===== src/rtl/reset_sequencer.sv =====
// Sequenced active-low reset generator: asynchronous assertion, synchronous ordered release.
// Optional software restart input Sw_rst is compiled in with `define RSTSEQ_SWRST_EN.
module reset_sequencer #(
    parameter int unsigned SYNC_STAGES    = 2,
    parameter int unsigned N_OUT          = 4,
    parameter int unsigned STRETCH_CYCLES = 16,
    parameter int unsigned STEP_CYCLES    = 8
) (
    input  logic             Clk,
    input  logic             Asyncrst_n,
`ifdef RSTSEQ_SWRST_EN
    input  logic             Sw_rst,
`endif
    output logic [N_OUT-1:0] Rst_n,
    output logic             Rst_done
);

    localparam int unsigned MAX_CYC = (STRETCH_CYCLES > STEP_CYCLES) ? STRETCH_CYCLES : STEP_CYCLES;
    localparam int unsigned CNT_W   = $clog2(MAX_CYC + 1);

    if (SYNC_STAGES < 2) begin : g_bad_sync
        $error("reset_sequencer: SYNC_STAGES must be >= 2");
    end
    if (N_OUT < 1) begin : g_bad_nout
        $error("reset_sequencer: N_OUT must be >= 1");
    end
    if (STRETCH_CYCLES < 1 || STEP_CYCLES < 1) begin : g_bad_cyc
        $error("reset_sequencer: STRETCH_CYCLES and STEP_CYCLES must be >= 1");
    end

    typedef enum logic [1:0] {SYNC, HOLD, RELEASE, DONE} state_t;

    state_t                   r_state, w_state_nxt;
    logic [CNT_W-1:0]         r_cnt, w_cnt_nxt;
    logic [SYNC_STAGES-2:0]   r_sync;
    logic [N_OUT-1:0]         r_rst_n, w_rst_n_nxt, w_rst_n_ext;
    logic                     r_done, w_done_nxt;
    logic                     w_sw_rst;
    logic                     w_cnt_last;
    logic                     w_restart;

`ifdef RSTSEQ_SWRST_EN
    assign w_sw_rst = Sw_rst;
`else
    assign w_sw_rst = 1'b0;
`endif

    // The state flop is the final synchroniser stage: leaving SYNC is the sync_ok rising edge.
    always_ff @(posedge Clk or negedge Asyncrst_n) begin
        if (!Asyncrst_n) begin
            r_sync <= '0;
        end else begin
            r_sync[0] <= 1'b1;
            for (int unsigned i = 1; i < SYNC_STAGES - 1; i++) begin
                r_sync[i] <= r_sync[i-1];
            end
        end
    end

    always_ff @(posedge Clk or negedge Asyncrst_n) begin
        if (!Asyncrst_n) begin
            r_state <= SYNC;
            r_cnt   <= '0;
        end else begin
            r_state <= w_state_nxt;
            r_cnt   <= w_cnt_nxt;
        end
    end

    assign w_cnt_last  = (r_state == HOLD) ? (r_cnt == CNT_W'(STRETCH_CYCLES - 1))
                                           : (r_cnt == CNT_W'(STEP_CYCLES - 1));
    assign w_rst_n_ext = N_OUT'({r_rst_n, 1'b1});
    assign w_restart   = w_sw_rst && (r_state != SYNC);

    always_comb begin
        w_state_nxt = r_state;
        w_cnt_nxt   = '0;
        case (r_state)
            SYNC: begin
                if (r_sync[SYNC_STAGES-2]) begin
                    w_state_nxt = HOLD;
                end
            end
            HOLD, RELEASE: begin
                if (w_cnt_last) begin
                    w_state_nxt = (&w_rst_n_ext) ? DONE : RELEASE;
                end else begin
                    w_cnt_nxt = r_cnt + 1'b1;
                end
            end
            default: w_state_nxt = DONE;
        endcase
        if (w_restart) begin
            w_state_nxt = HOLD;
            w_cnt_nxt   = '0;
        end
    end

    // Bits release as a thermometer, so ordering and monotonicity hold by construction.
    always_comb begin
        w_rst_n_nxt = r_rst_n;
        w_done_nxt  = r_done;
        if (w_restart) begin
            w_rst_n_nxt = '0;
            w_done_nxt  = 1'b0;
        end else if ((r_state == HOLD || r_state == RELEASE) && w_cnt_last) begin
            w_rst_n_nxt = w_rst_n_ext;
            w_done_nxt  = &w_rst_n_ext;
        end
    end

    always_ff @(posedge Clk or negedge Asyncrst_n) begin
        if (!Asyncrst_n) begin
            r_rst_n <= '0;
            r_done  <= 1'b0;
        end else begin
            r_rst_n <= w_rst_n_nxt;
            r_done  <= w_done_nxt;
        end
    end

    assign Rst_n    = r_rst_n;
    assign Rst_done = r_done;

endmodule

===== config.mk =====
export PLATFORM = sky130hd
export DESIGN_NAME = reset_sequencer
export DESIGN_NICKNAME = d
export VERILOG_FILES = /design/src/rtl/reset_sequencer.sv
export SDC_FILE = /design/constraint.sdc
export NUM_CORES = 1
export LEC_CHECK = 0
export BUFFER_PORTS_ARGS = -buffer_cell sky130_fd_sc_hd__clkbuf_2
export CAP_MARGIN = 20
export CORE_AREA = 2 2 48 50
export CTS_BUF_LIST = sky130_fd_sc_hd__clkbuf_8
export DETAILED_ROUTE_END_ITERATION = 16
export DIE_AREA = 0 0 50 52
export HOLD_SLACK_MARGIN = 0.12
export PLACE_DENSITY_LB_ADDON = 0.1
export REMOVE_ABC_BUFFERS = 1
export SETUP_SLACK_MARGIN = 0.4
export SYNTH_ARGS = -nofsm -noshare
export SYNTH_HDL_FRONTEND = slang
export SYNTH_SLANG_ARGS = --single-unit
export TNS_END_PERCENT = 5

===== constraint.sdc =====
create_clock -name Clk -period 2.9 [get_ports Clk]
set_input_delay 0.58 -clock Clk [delete_from_list [all_inputs] [get_ports Clk]]
set_output_delay 0.58 -clock Clk [all_outputs]
set_load 0.01 [all_outputs]

Word level (Yosys, flattened, before mapping)
Index checks and enable logic that the tools add are counted.
{"block": "word_totals", "reg_bits": 13, "inputBits": 2, "out_inout_bits": 5, "word_cells": 25}
{"block": "classes", "n_addsub": 1, "n_eq_ne": 6, "muxes": 7, "n_reduce_logical": 6}
{"operator": "$mux 5", "n": 2}
{"operator": "$add 5x1->5 const B", "n": 1}
{"operator": "$eq 5x3->1 const B", "n": 1}
{"operator": "$eq 5x4->1 const B", "n": 1}
{"operator": "$mux 2", "n": 2}
{"operator": "$ne 2x2->1 const B", "n": 2}
{"operator": "$pmux 2 s2", "n": 1}
{"operator": "$reduce_and 3->1", "n": 1}
{"operator": "$eq 2x1->1 const B", "n": 1}
{"operator": "$eq 2x2->1 const B", "n": 1}
{"operator": "$logic_not 2->1", "n": 1}
{"operator": "$mux 1", "n": 2}
{"operator": "$reduce_and 2->1", "n": 1}
{"operator": "$reduce_or 2->1", "n": 1}
{"operator": "$logic_and 1x1->1", "n": 1}
{"operator": "$logic_or 1x1->1", "n": 1}

Longest topological paths before layout
{"block": "depth", "ltp_word": 4, "mapped_depth": 6, "mapped_depth_nobuf": 6}

Worst setup path before layout
No wires, ideal clock.
{"block": "synth_timing", "kind": "reg2reg", "start": "reg r_state[1]", "end": "reg r_done, in the netlist Rst_done", "setup_ns": 0.125, "arrival_ns": 1.398, "path_slack_ns": 1.377, "stages_incl_launch_ff": 7, "n_path_buf": 0, "period_less_slack_ns": 1.523, "path_cell_list": "dfrtp_1 > inv_1 > ha_1 > xor2_1 > nor3_2 > nand2_2 > mux2_2"}
{"block": "synth_between", "elab_chain_cells": 3}
{"item": "from (decl)", "line_no": "33", "rtl": "state_t r_state, w_state_nxt;"}
{"item": "from (signal assigned)", "line_no": "65", "rtl": "r_state <= w_state_nxt;"}
{"item": "$eq 2x1->1 / $eq 2x2->1 (equally long branches)", "line_no": "70, 106"}
{"item": "$mux 1 / $logic_or 1x1->1 (equally long branches)", "line_no": "70, 106"}
{"item": "$logic_and 1x1->1 *", "line_no": "106", "rtl": "end else if ((r_state == HOLD || r_state == RELEASE) && w_cnt_last) begin"}
{"item": "to (signal assigned)", "line_no": "118", "rtl": "r_done <= w_done_nxt;"}
{"item": "to (decl)", "line_no": "37", "rtl": "logic r_done, w_done_nxt;"}
Mark *: on every way between the ends. The rest lies on a longest branch, timed or not.
A chain may end at the register's enable or synchronous reset.

Worst setup path in the final report
Same ends and word-level chain as after synthesis.

==> results.py <==
metrics = {
    "power": {
        "comb_power_share_pct": 30.7,
        "power.density_nw_per_um2": 812,
        "ir_drop_v": 0.000310,
        "pwr-share-clk_pct": 27.3,
        "p_sw_share_pct": 33.2,
        "intPower_w": 0.000380,
        "pwr-share-seq_pct": 42.0,
        "p_leak_nw": 0.374,
        "p_sw_w": 0.000189,
    },
    "yosys": {
        "synth_area_um2": 591,
        "synthCells": 48,
        "yosys_warnings": 0,
        "syn_avg_cell_area_um2": 12.3,
        "yosysMostFrequentCell": "dfrtp_1",
        "yosysSeqAreaShare_pct": 55.1,
        "synth.top_cell.area_share_pct": 55.1,
        "synth_flop_cell": "dfrtp_1",
        "synth_edf_count": 0,
        "synth_top_cell_by_area": "dfrtp_1",
        "synth_area_leaders": "dfrtp_1, ha_1, mux2_2",
        "synthArstFlopShare_pct": 100,
        "synth_seq_cells": 13,
        "ys_types": 19,
    },
    "global_route": {
        "first_global_vias": 360,
        "overflow": 0,
        "grt_max_degree": 14,
        "antenna_found_initial": 0,
        "grt_pass1_wl_um": 1590,
        "grt_usage_pct": 8.54,
    },
    "finish": {
        "area_growth_pct": 18.6,
        "seq_area_um2": 325,
        "nets": 65,
        "fill_cells": 209,
        "stdcell_count": 86,
        "drive_above_1_share_pct": 27.6,
        "multi_input_area_um2": 250,
        "diodes": 0,
    },
    "clocking": {
        "cts_resized": 0,
        "numCtsBuffers": 3,
        "cts_buffer_depth": 2,
        "hold_buffers": 0,
        "insertion_delay_ns": 0.24,
        "cts_setup_buffers": 0,
        "cts_num_sinks": 13,
        "tritoncts": "built",
        "htreeDepth": 1,
        "cts_root_buf": "clkbuf_8",
        "cts.clk_slew.worst_paths_ns": 0.05,
    },
    "routing": {
        "drc_errors": 0,
        "drtIter0Drc": 0,
        "dr_total_vias": 356,
        "dr.pass1.iters": 1,
        "vias_per_cell": 4.14,
        "wl_per_cell_um": 10.5,
        "wirelength_um": 904,
        "antenna_left": 0,
    },
    "hold_path": {
        "min_path_type": "in -> async",
    },
    "critical_path": {
        "crit_path_top_delay_cell": "dfrtp_1",
        "reg2regPathDepth": 6,
        "r2r-start": "r_state[1]",
        "crit_chain": "inv_1, ha_1, xor2_1, nor3_2, nand2_2, mux2_2",
        "rr_endpoint": "Rst_done",
        "crit_start": "r_state[1]",
        "cp.arrival_ns": 1.76,
        "critPathCapture": "Rst_done",
        "crit_path_max_incr_delay_ns": 0.38,
        "worst-r2r-setup-slack_ns": 1.27,
        "end_kind": "flip-flop",
        "required_ns": 3.02,
        "cp_max_fo": 5,
        "start_kind": "flip-flop",
        "crit_type": "reg -> reg",
    },
    "sta": {
        "finalMaxSlewViolations": 0,
        "fin_crit_sh_pct": 56.3,
        "setup_viol": 0,
        "fmax_mhz": 613,
        "setup_tns_ns": 0,
        "hold_viol": 0,
        "rsz0062_at_grt": "false",
        "period_needed_ns": 1.63,
        "clock_skew_ns": 0.00307,
    },
    "placement": {
        "hpwl_um": 688,
        "port_buffers": 6,
        "dp_cells": 82,
        "gp_congestion": 0.711,
    },
    "die": {
        "die_area_um2": 2600,
        "initial_utilization_pct": 28.0,
        "rows": 17,
        "die_h_um": 52,
        "pin_count": 7,
        "core-area_um2": 2110,
        "die_w_um": 50,
    },
    "status": {
        "status": "finished, final reports clean",
    },
    "run": {
        "maxCapViolations": 0,
    },
}
-- critical path, delay by kind of cell, from the launching register on --
kind                       cells  cell delay, ns
buffers and inverters          1            0.10
xor gates and xnor gates       1            0.31
DFF                            1            0.38
muxes                          1            0.34
adders and majority gates      1            0.17
and+or+nand+nor                2            0.23
-- cell usage in the layout (no fill, tap or decap) --
cell and count:
clkbuf_8 3, clkbuf_2 6, nor2_1 4, dfrtp_1 13, o31ai_4 1, a21o_1 1, ha_1 4, a21oi_1 2
mux2_2 4, and2_1 1, xor2_1 4, conb_1 1, nor3_2 1, nand3_1 2, nand2b_1 1, nand2_2 1
nand2_1 1, and3_1 1, inv_1 5, a32oi_1 1, o21ai_1 1
-- layout make-up --
type / instances / area share (%)
Inverter: 4 / 2.14
Clock buffer: 3 / 5.89
Multi-Input combinational cell: 31 / 35.7
Clock inverter: 1 / 0.536
Timing Repair Buffer: 6 / 4.29
Tap cell: 28 / 5.00
Sequential cell: 13 / 46.4
-- stage by stage --
| step | area, um2 | hold WS [ns] | util [%] | setup WS (ns) | power [W] |
|---|---|---|---|---|---|
| floorplan | 591 | 0.284 | - | 1.38 | 0.000379 |
| global placement | 656 | 0.455 | 31.1 | 1.26 | 0.000422 |
| detailed placement | 656 | 0.452 | 31.1 | 1.26 | 0.000420 |
| CTS | 701 | 0.234 | 33.3 | 1.24 | 0.000583 |
| global route | 701 | 0.246 | 33.3 | 1.11 | 0.000615 |
| finish | 701 | 0.223 | 33.3 | 1.27 | 0.000569 |
-- power by group through the flow --
stage                     registers [W]  clock network [W]  logic (W)
after floorplan                0.000237                  0   0.000142
after global placement         0.000242                  0   0.000180
after detailed placement       0.000242                  0   0.000178
after CTS                      0.000239           0.000164   0.000179
after global routing           0.000244           0.000172   0.000199
final                          0.000239           0.000155   0.000175
-- registers in the layout, indices dropped and copies added (netlist names) --
register / flops
r_state: 2
Rst_done: 1
r_sync: 1
r_cnt: 5
Rst_n: 4
-- metal layers --
metal	part of all wire, %	routed length, um	global-route usage, %	up-vias
li1	-	-	-	178
met1	48	432	10.8	168
met2	45	411	12.5	8
met3	4.3	39	1.72	2
met4	2.3	21	6.94	0
met5	0	0	0	-
-- worst min-delay path by stage --
stage                           to  slack [ns]  cells past startpoint
final                     r_cnt[0]        0.22                      1
after global routing      r_cnt[0]        0.25                      1
after CTS                 r_cnt[0]        0.23                      1
after detailed placement  r_cnt[0]        0.45                      1
after global placement    r_cnt[0]        0.45                      1
after floorplan           Rst_done        0.28                      0
-- kinds of logic (layout without fill, tap and decap cells) --
kind of cell | Yosys count | in the layout | share of synthesized area (%)
DFF | 13 | 13 | 55.1
muxes | 4 | 4 | 7.63
adders and majority gates | 4 | 4 | 8.47
other | 1 | 1 | 0.635
xor gates and xnor gates | 4 | 4 | 5.93
buffers and inverters | 4 | 14 | 2.54
and+or+nand+nor | 12 | 12 | 10.8
AOI/OAI and AO/OA | 6 | 6 | 8.90
Note: power is estimated with default switching activity, not from simulation.
